File: config.mk
export PLATFORM = sky130hd
export DESIGN_NAME = mux_scan
export DESIGN_NICKNAME = d
export VERILOG_FILES = /design/src/rtl/mux_scan_pkg.sv /design/src/rtl/rr_pick.sv /design/src/rtl/mux_scan.sv
export SDC_FILE = /design/constraint.sdc
export NUM_CORES = 1
export LEC_CHECK = 0
export CAP_MARGIN = 0
export CORE_UTILIZATION = 44
export DETAILED_ROUTE_END_ITERATION = 10
export PLACE_DENSITY = 0.82
export SLEW_MARGIN = 20
export SYNTH_ARGS = -nofsm -noshare
export SYNTH_HDL_FRONTEND = slang
export SYNTH_SLANG_ARGS = --single-unit
export TNS_END_PERCENT = 30
File: constraint.sdc
create_clock -name CLK -period 8.6 [get_ports CLK]
set_clock_uncertainty 0.15 [all_clocks]
set_input_delay 1.72 -clock CLK [delete_from_list [all_inputs] [get_ports CLK]]
set_output_delay 1.72 -clock CLK [all_outputs]
set_load 0.01 [all_outputs]
File: src/rtl/mux_scan_pkg.sv
// mux_scan_pkg: shared definitions for the scanning multiplexer.
//   MODE_MANUAL / MODE_SCAN : encodings of the mode input.
//   next_idx(idx, n)        : successor index with explicit wrap to 0 at n-1.
package mux_scan_pkg;

  localparam logic MODE_MANUAL = 1'b0;
  localparam logic MODE_SCAN   = 1'b1;

  // Explicit wrap keeps the pointer inside 0..n-1 even when n is not a
  // power of two.
  function automatic int next_idx(input int idx, input int n);
    return (idx == n - 1) ? 0 : idx + 1;
  endfunction

endpackage

File: src/rtl/rr_pick.sv
// rr_pick: combinational round-robin picker.
//   req  : per-channel request vector
//   ptr  : channel with highest priority this cycle (must be < N)
//   any  : at least one request present
//   idx  : first requesting channel at or after ptr, wrapping through 0
module rr_pick #(
  parameter int N    = 4,
  parameter int SELW = $clog2(N)
) (
  input  logic [N-1:0]    req,
  input  logic [SELW-1:0] ptr,
  output logic            any,
  output logic [SELW-1:0] idx
);

  localparam logic [SELW:0] N_W = (SELW + 1)'(N);

  logic [N-1:0]    rot;
  logic [SELW-1:0] off;
  logic [SELW:0]   idx_sum;

  // Rotate so that bit 0 of rot is the request of channel ptr; modulo-N
  // rather than modulo-2^SELW so non-power-of-two counts wrap correctly.
  genvar gi;
  generate
    for (gi = 0; gi < N; gi++) begin : g_rot
      logic [SELW:0] sum;
      assign sum     = {1'b0, ptr} + (SELW + 1)'(gi);
      assign rot[gi] = req[(sum >= N_W) ? SELW'(sum - N_W) : sum[SELW-1:0]];
    end
  endgenerate

  // Lowest set bit of the rotated vector is the winner's offset from ptr.
  always_comb begin
    off = '0;
    for (int k = N - 1; k >= 0; k--) begin
      if (rot[k]) off = SELW'(k);
    end
  end

  assign any     = |rot;
  assign idx_sum = {1'b0, ptr} + {1'b0, off};
  assign idx     = (idx_sum >= N_W) ? SELW'(idx_sum - N_W) : idx_sum[SELW-1:0];

endmodule

File: src/rtl/mux_scan.sv
// mux_scan: N-channel, W-bit registered multiplexer with valid/ready output.
//   CLK, RST   : clock (rising edge), asynchronous active-high reset
//   in_data    : N packed words, channel i at [i*W +: W]
//   in_valid   : per-channel request
//   in_ready   : one-hot accept strobe (combinational)
//   mode       : 0 = manual (sel chooses), 1 = scan (round-robin)
//   sel        : manual channel index
//   out_data   : registered selected word
//   out_ch     : registered index of the supplying channel
//   out_valid  : output register holds an unconsumed word
//   out_ready  : downstream accept
//   err_sel    : sticky, set when manual sel >= N while a load was possible
module mux_scan
  import mux_scan_pkg::*;
#(
  parameter int W    = 8,
  parameter int N    = 4,
  parameter int SELW = $clog2(N)
) (
  input  logic            CLK,
  input  logic            RST,
  input  logic [N*W-1:0]  in_data,
  input  logic [N-1:0]    in_valid,
  output logic [N-1:0]    in_ready,
  input  logic            mode,
  input  logic [SELW-1:0] sel,
  output logic [W-1:0]    out_data,
  output logic [SELW-1:0] out_ch,
  output logic            out_valid,
  input  logic            out_ready,
  output logic            err_sel
);

  localparam logic [SELW:0] N_W = (SELW + 1)'(N);

  logic [W-1:0]    words [N];
  logic [W-1:0]    out_data_reg;
  logic [SELW-1:0] out_ch_reg;
  logic            out_valid_reg;
  logic            err_sel_reg;
  logic [SELW-1:0] ptr_reg;

  logic            load_ok;
  logic            sel_ok;
  logic            pick_any;
  logic [SELW-1:0] pick_idx;
  logic [SELW-1:0] chan;
  logic            take;

  genvar gi;
  generate
    for (gi = 0; gi < N; gi++) begin : g_words
      assign words[gi] = in_data[gi*W +: W];
    end
  endgenerate

  rr_pick #(.N(N), .SELW(SELW)) u_pick (
    .req (in_valid),
    .ptr (ptr_reg),
    .any (pick_any),
    .idx (pick_idx)
  );

  assign load_ok = !out_valid_reg || out_ready;
  // sel can exceed N-1 only for non-power-of-two N.
  assign sel_ok  = ({1'b0, sel} < N_W);

  always_comb begin
    chan = pick_idx;
    take = load_ok && pick_any;
    if (mode == MODE_MANUAL) begin
      chan = sel;
      // sel_ok gates the lookup so an out-of-range sel never accepts.
      take = load_ok && sel_ok && in_valid[sel];
    end
  end

  generate
    for (gi = 0; gi < N; gi++) begin : g_ready
      assign in_ready[gi] = take && !RST && (chan == SELW'(gi));
    end
  endgenerate

  always_ff @(posedge CLK or posedge RST) begin
    if (RST) begin
      out_data_reg  <= '0;
      out_ch_reg    <= '0;
      out_valid_reg <= 1'b0;
      ptr_reg       <= '0;
      err_sel_reg   <= 1'b0;
    end else begin
      if (take) begin
        out_data_reg  <= words[chan];
        out_ch_reg    <= chan;
        out_valid_reg <= 1'b1;
      end else if (out_ready) begin
        out_valid_reg <= 1'b0;
      end
      // Pointer advances only on scan-mode transfers and is kept across
      // mode changes.
      if (mode == MODE_SCAN && take) begin
        ptr_reg <= SELW'(next_idx(int'(pick_idx), N));
      end
      if (mode == MODE_MANUAL && !sel_ok && load_ok) begin
        err_sel_reg <= 1'b1;
      end
    end
  end

  assign out_data  = out_data_reg;
  assign out_ch    = out_ch_reg;
  assign out_valid = out_valid_reg;
  assign err_sel   = err_sel_reg;

endmodule

==> metrics list <==
- In the final routing, the length of wire on met1 measures 1280 um.
- The count of pins over their slew limit came to 0.
- At the pin with the least slew margin, the transition time is 582 ps.
- Yosys instantiated no cell more often than sky130_fd_sc_hd__mux2i_1.
* Kind of start point of the critical path: input port
- Number of rows in the core area: 18
- The register with the most flip-flops in the layout has 8 of them.
- Port buffering added 56 buffers.
* Number of routed nets with antenna violations: 0
* Final count of hold timing violations: 0
- Slew Limit Headroom: 61.1%
- After synthesis the cells add up to 0.00119 sq mm.
- Per-instance average area after synthesis: 9.59 sq um
- The worst path needs 6830 ps of the cycle, external delays included.
- The first global-routing pass estimated 4980 um of wire.
* Maximum frequency from static timing analysis: 0.146 GHz
* Async set-reset flop share out of synthesis: 100%
- Total clock sinks: 13
* Path class of the lowest-slack min-delay path: register to register
- Number of max-cap violations: 0
- The final layout contains 218 nets.
- Area share of the largest cell type after synthesis: 27.4%
* Area added between synthesis and finish: 47.3%
- After technology mapping, the gate count stands at 124.
- Sum Neg Setup Slack: 0 ps
- Critical-path maximum fanout: 9
* Final cycle utilization of the critical path: 79.5%
- Highest routed layer: met4
- From left edge to right edge, the die measures 54.0 um.
- R2r endpoint: out_data[4]
- Cells with a size suffix above 1 make up 10.9% of the layout.
- Final antenna diode count: 0
* Die footprint: 0.00291 sq mm
* Total design power: 428 uW
- Remaining Overflow, GRT: 0
- PwrDens: 245 mW/mm^2
- Routed length on met2: 1620 um
- Deepest clock path buffer count: 2
- Gates resized during post-CTS repair numbered 0.
- For the worst setup path, the data required time is 6730 ps.
- Clock-pin slew on the worst setup and hold paths: 80 ps
* Critical path capture point: in_ready[1]
- The detailed router finished its first iteration with 25 violations.
- The tree is rooted in a sky130_fd_sc_hd__clkbuf_4.
* Post-synthesis cell type with the largest combined area: sky130_fd_sc_hd__dfrtp_1
* Num ports: 58
- Core box area: 0.00252 sq mm
- First-pass iteration count of the detailed router: 4
- DR DRC count: 0
- The analysis attributes to cell leakage a power of 0.685 nW.
* Final core utilization: 69.4%
- Hold-fix buffers, CTS: 0
- Counting tap cells, the placed design contains a total of 200 instances.
* Number of antenna violations at the first check in global routing: 0
* Total via count after detailed routing: 1228
- Global routing used 23.6% of the available tracks.
- Among all flip-flop cells after synthesis, the most frequent one is sky130_fd_sc_hd__dfrtp_1.
- At the worst endpoint, the arrival time is 4960 ps.
- TritonCTS built the clock tree.
- Routability-driven placement finished with a final weighted congestion of 0.846.
- Number of register bits inferred by synthesis: 13
- Setup slack, reg-to-reg: 5610 ps
- Entering global routing, the biggest net connects 32 pins.
- Yosys mapped a number of flops with a built-in enable equal to 0.
* Setup repair after global routing missed its margin: no
- Measured along the y axis, the die boundary spans 54.0 um.
* Number of CTS-inserted buffers: 3
* Worst Setup Path Type: input port to output pin
* Run status: complete, no violations
* Initial standard-cell utilization of the core: 47.1%
- Top cells by area, synth: sky130_fd_sc_hd__dfrtp_1 (27%), sky130_fd_sc_hd__mux2i_1 (14%), sky130_fd_sc_hd__o32ai_1 (5.9%), sky130_fd_sc_hd__nand3_1 (4.6%), sky130_fd_sc_hd__a31oi_1 (4.2%)
- The number of setup buffers added after CTS is 0.
- For the worst-skew pair, the clock arrives at the later sink with an insertion delay of 270 ps.
- Register area share after synthesis: 27.4%
- Tracing the worst setup path back leads to its startpoint at in_valid[2].
- The number of nets handed over by synthesis was 167.
* Via count of the first global-routing pass: 1281
- Total wire length after detailed routing: 3140 um
* Critical register-to-register path startpoint: ptr_reg[0]
- Final Setup Violations: 0
- IR analysis of the VDD net gives a maximum drop of 0.182 mV.
* Post-detailed-placement half-perimeter wirelength: 2490 um
- Fillers: 207
- Via density per instance: 6.02
* Number of standard cells in the layout, taps in and fillers out: 204
* CTS H-tree depth: 1
- Dividing the detail-routed wire length by the instance count gives 15.4 um.
- Critical path capture point type: output pin
- Most used standard cells in the synthesized netlist: sky130_fd_sc_hd__mux2i_1 (17), sky130_fd_sc_hd__dfrtp_1 (13), sky130_fd_sc_hd__nand3_1 (11), sky130_fd_sc_hd__a31oi_1 (8), sky130_fd_sc_hd__o32ai_1 (8)
* Number of distinct library cells after synthesis: 45
* Wire length on met3: 198 um
- R2R cell count: 11
- Number of warnings reported in the yosys synthesis log: 0
==> cell type report <==
cell class | instances | area [sq um] | area share, %
Clock buffer | 3 | 22.5 | 1.29
Clock inverter | 1 | 5.00 | 0.286
Inverter | 4 | 15.0 | 0.858
Multi-Input combinational cell | 95 | 769 | 44.0
Sequential cell | 13 | 325 | 18.6
Tap cell | 30 | 37.5 | 2.14
Timing Repair Buffer | 58 | 576 | 32.9
==> worst min path at each step <==
stage	start	slack [ps]	depth (start not counted)	end
2_1_floorplan	ptr_reg[1]	390	2	ptr_reg[1]
3_3_place_gp	out_ch[1]	350	1	out_ch[1]
3_5_place_dp	out_ch[1]	370	1	out_ch[1]
4_1_cts	out_ch[1]	390	1	out_ch[1]
5_1_grt	out_ch[1]	410	1	out_ch[1]
6_report	out_ch[1]	380	1	out_ch[1]
==> through the flow <==
stage                     setup WS, ps  hold WS, ps  cell area [sq um]
final                             1770          382               1750
after global routing              1670          408               1750
after CTS                         1790          388               1750
after detailed placement          1800          368               1720
after global placement            1920          352               1720
after floorplan                   3010          387               1190
==> cells in the final DEF (no fill, tap or decap), types with 2 or more instances in the layout <==
cell	n
sky130_fd_sc_hd__a21o_1	2
sky130_fd_sc_hd__o211ai_1	3
sky130_fd_sc_hd__xor2_1	2
sky130_fd_sc_hd__a31oi_1	8
sky130_fd_sc_hd__nand2_1	3
sky130_fd_sc_hd__o2111ai_1	2
sky130_fd_sc_hd__clkdlybuf4s50_1	56
sky130_fd_sc_hd__clkbuf_4	3
sky130_fd_sc_hd__o32ai_1	8
sky130_fd_sc_hd__a21oi_1	4
sky130_fd_sc_hd__nor2_1	4
sky130_fd_sc_hd__nor4b_2	2
sky130_fd_sc_hd__inv_1	4
sky130_fd_sc_hd__mux2i_1	16
sky130_fd_sc_hd__buf_4	2
sky130_fd_sc_hd__dfrtp_1	13
sky130_fd_sc_hd__nand3b_1	2
sky130_fd_sc_hd__nand3_1	11
sky130_fd_sc_hd__and4_1	2
sky130_fd_sc_hd__o21ai_0	2
==> logic make-up (layout without fill, tap and decap cells) <==
group / Yosys count / count (layout) / synth area share (%)
compound gates: 37 / 37 / 23.4
fa+ha+maj: 1 / 1 / 1.05
other cells: 1 / 1 / 0.315
mux: 20 / 20 / 19.4
simple gates: 34 / 34 / 18.8
flops: 13 / 13 / 27.4
buf+inv: 16 / 66 / 8.21
xor+xnor: 2 / 2 / 1.47
==> routing by layer <==
metal  up-vias  track usage, %
li1        587               -
met1       582            24.1
met2        55            44.7
met3         4            4.24
met4         0            12.8
met5         -               0
==> report_power, final <==
part / leakage, nW / internal (mW) / switching [mW]
combinational: 0.524 / 0.145 / 0.129
sequential: 0.144 / 0.0891 / 0.0280
clock: 0.0177 / 0.0172 / 0.0208
total: 0.685 / 0.251 / 0.177
==> worst max-delay path: stages <==
cell                              delay [ps]
sky130_fd_sc_hd__clkdlybuf4s50_1         650
sky130_fd_sc_hd__inv_1                   130
sky130_fd_sc_hd__and3_1                  180
sky130_fd_sc_hd__o21ai_0                 170
sky130_fd_sc_hd__o2111ai_1               140
sky130_fd_sc_hd__ha_1                    270
sky130_fd_sc_hd__or3b_1                  410
sky130_fd_sc_hd__a211o_1                 300
sky130_fd_sc_hd__and3_4                  190
sky130_fd_sc_hd__nor4b_2                 240
sky130_fd_sc_hd__clkdlybuf4s50_1         570
Note: power is estimated with default switching activity, not from simulation.
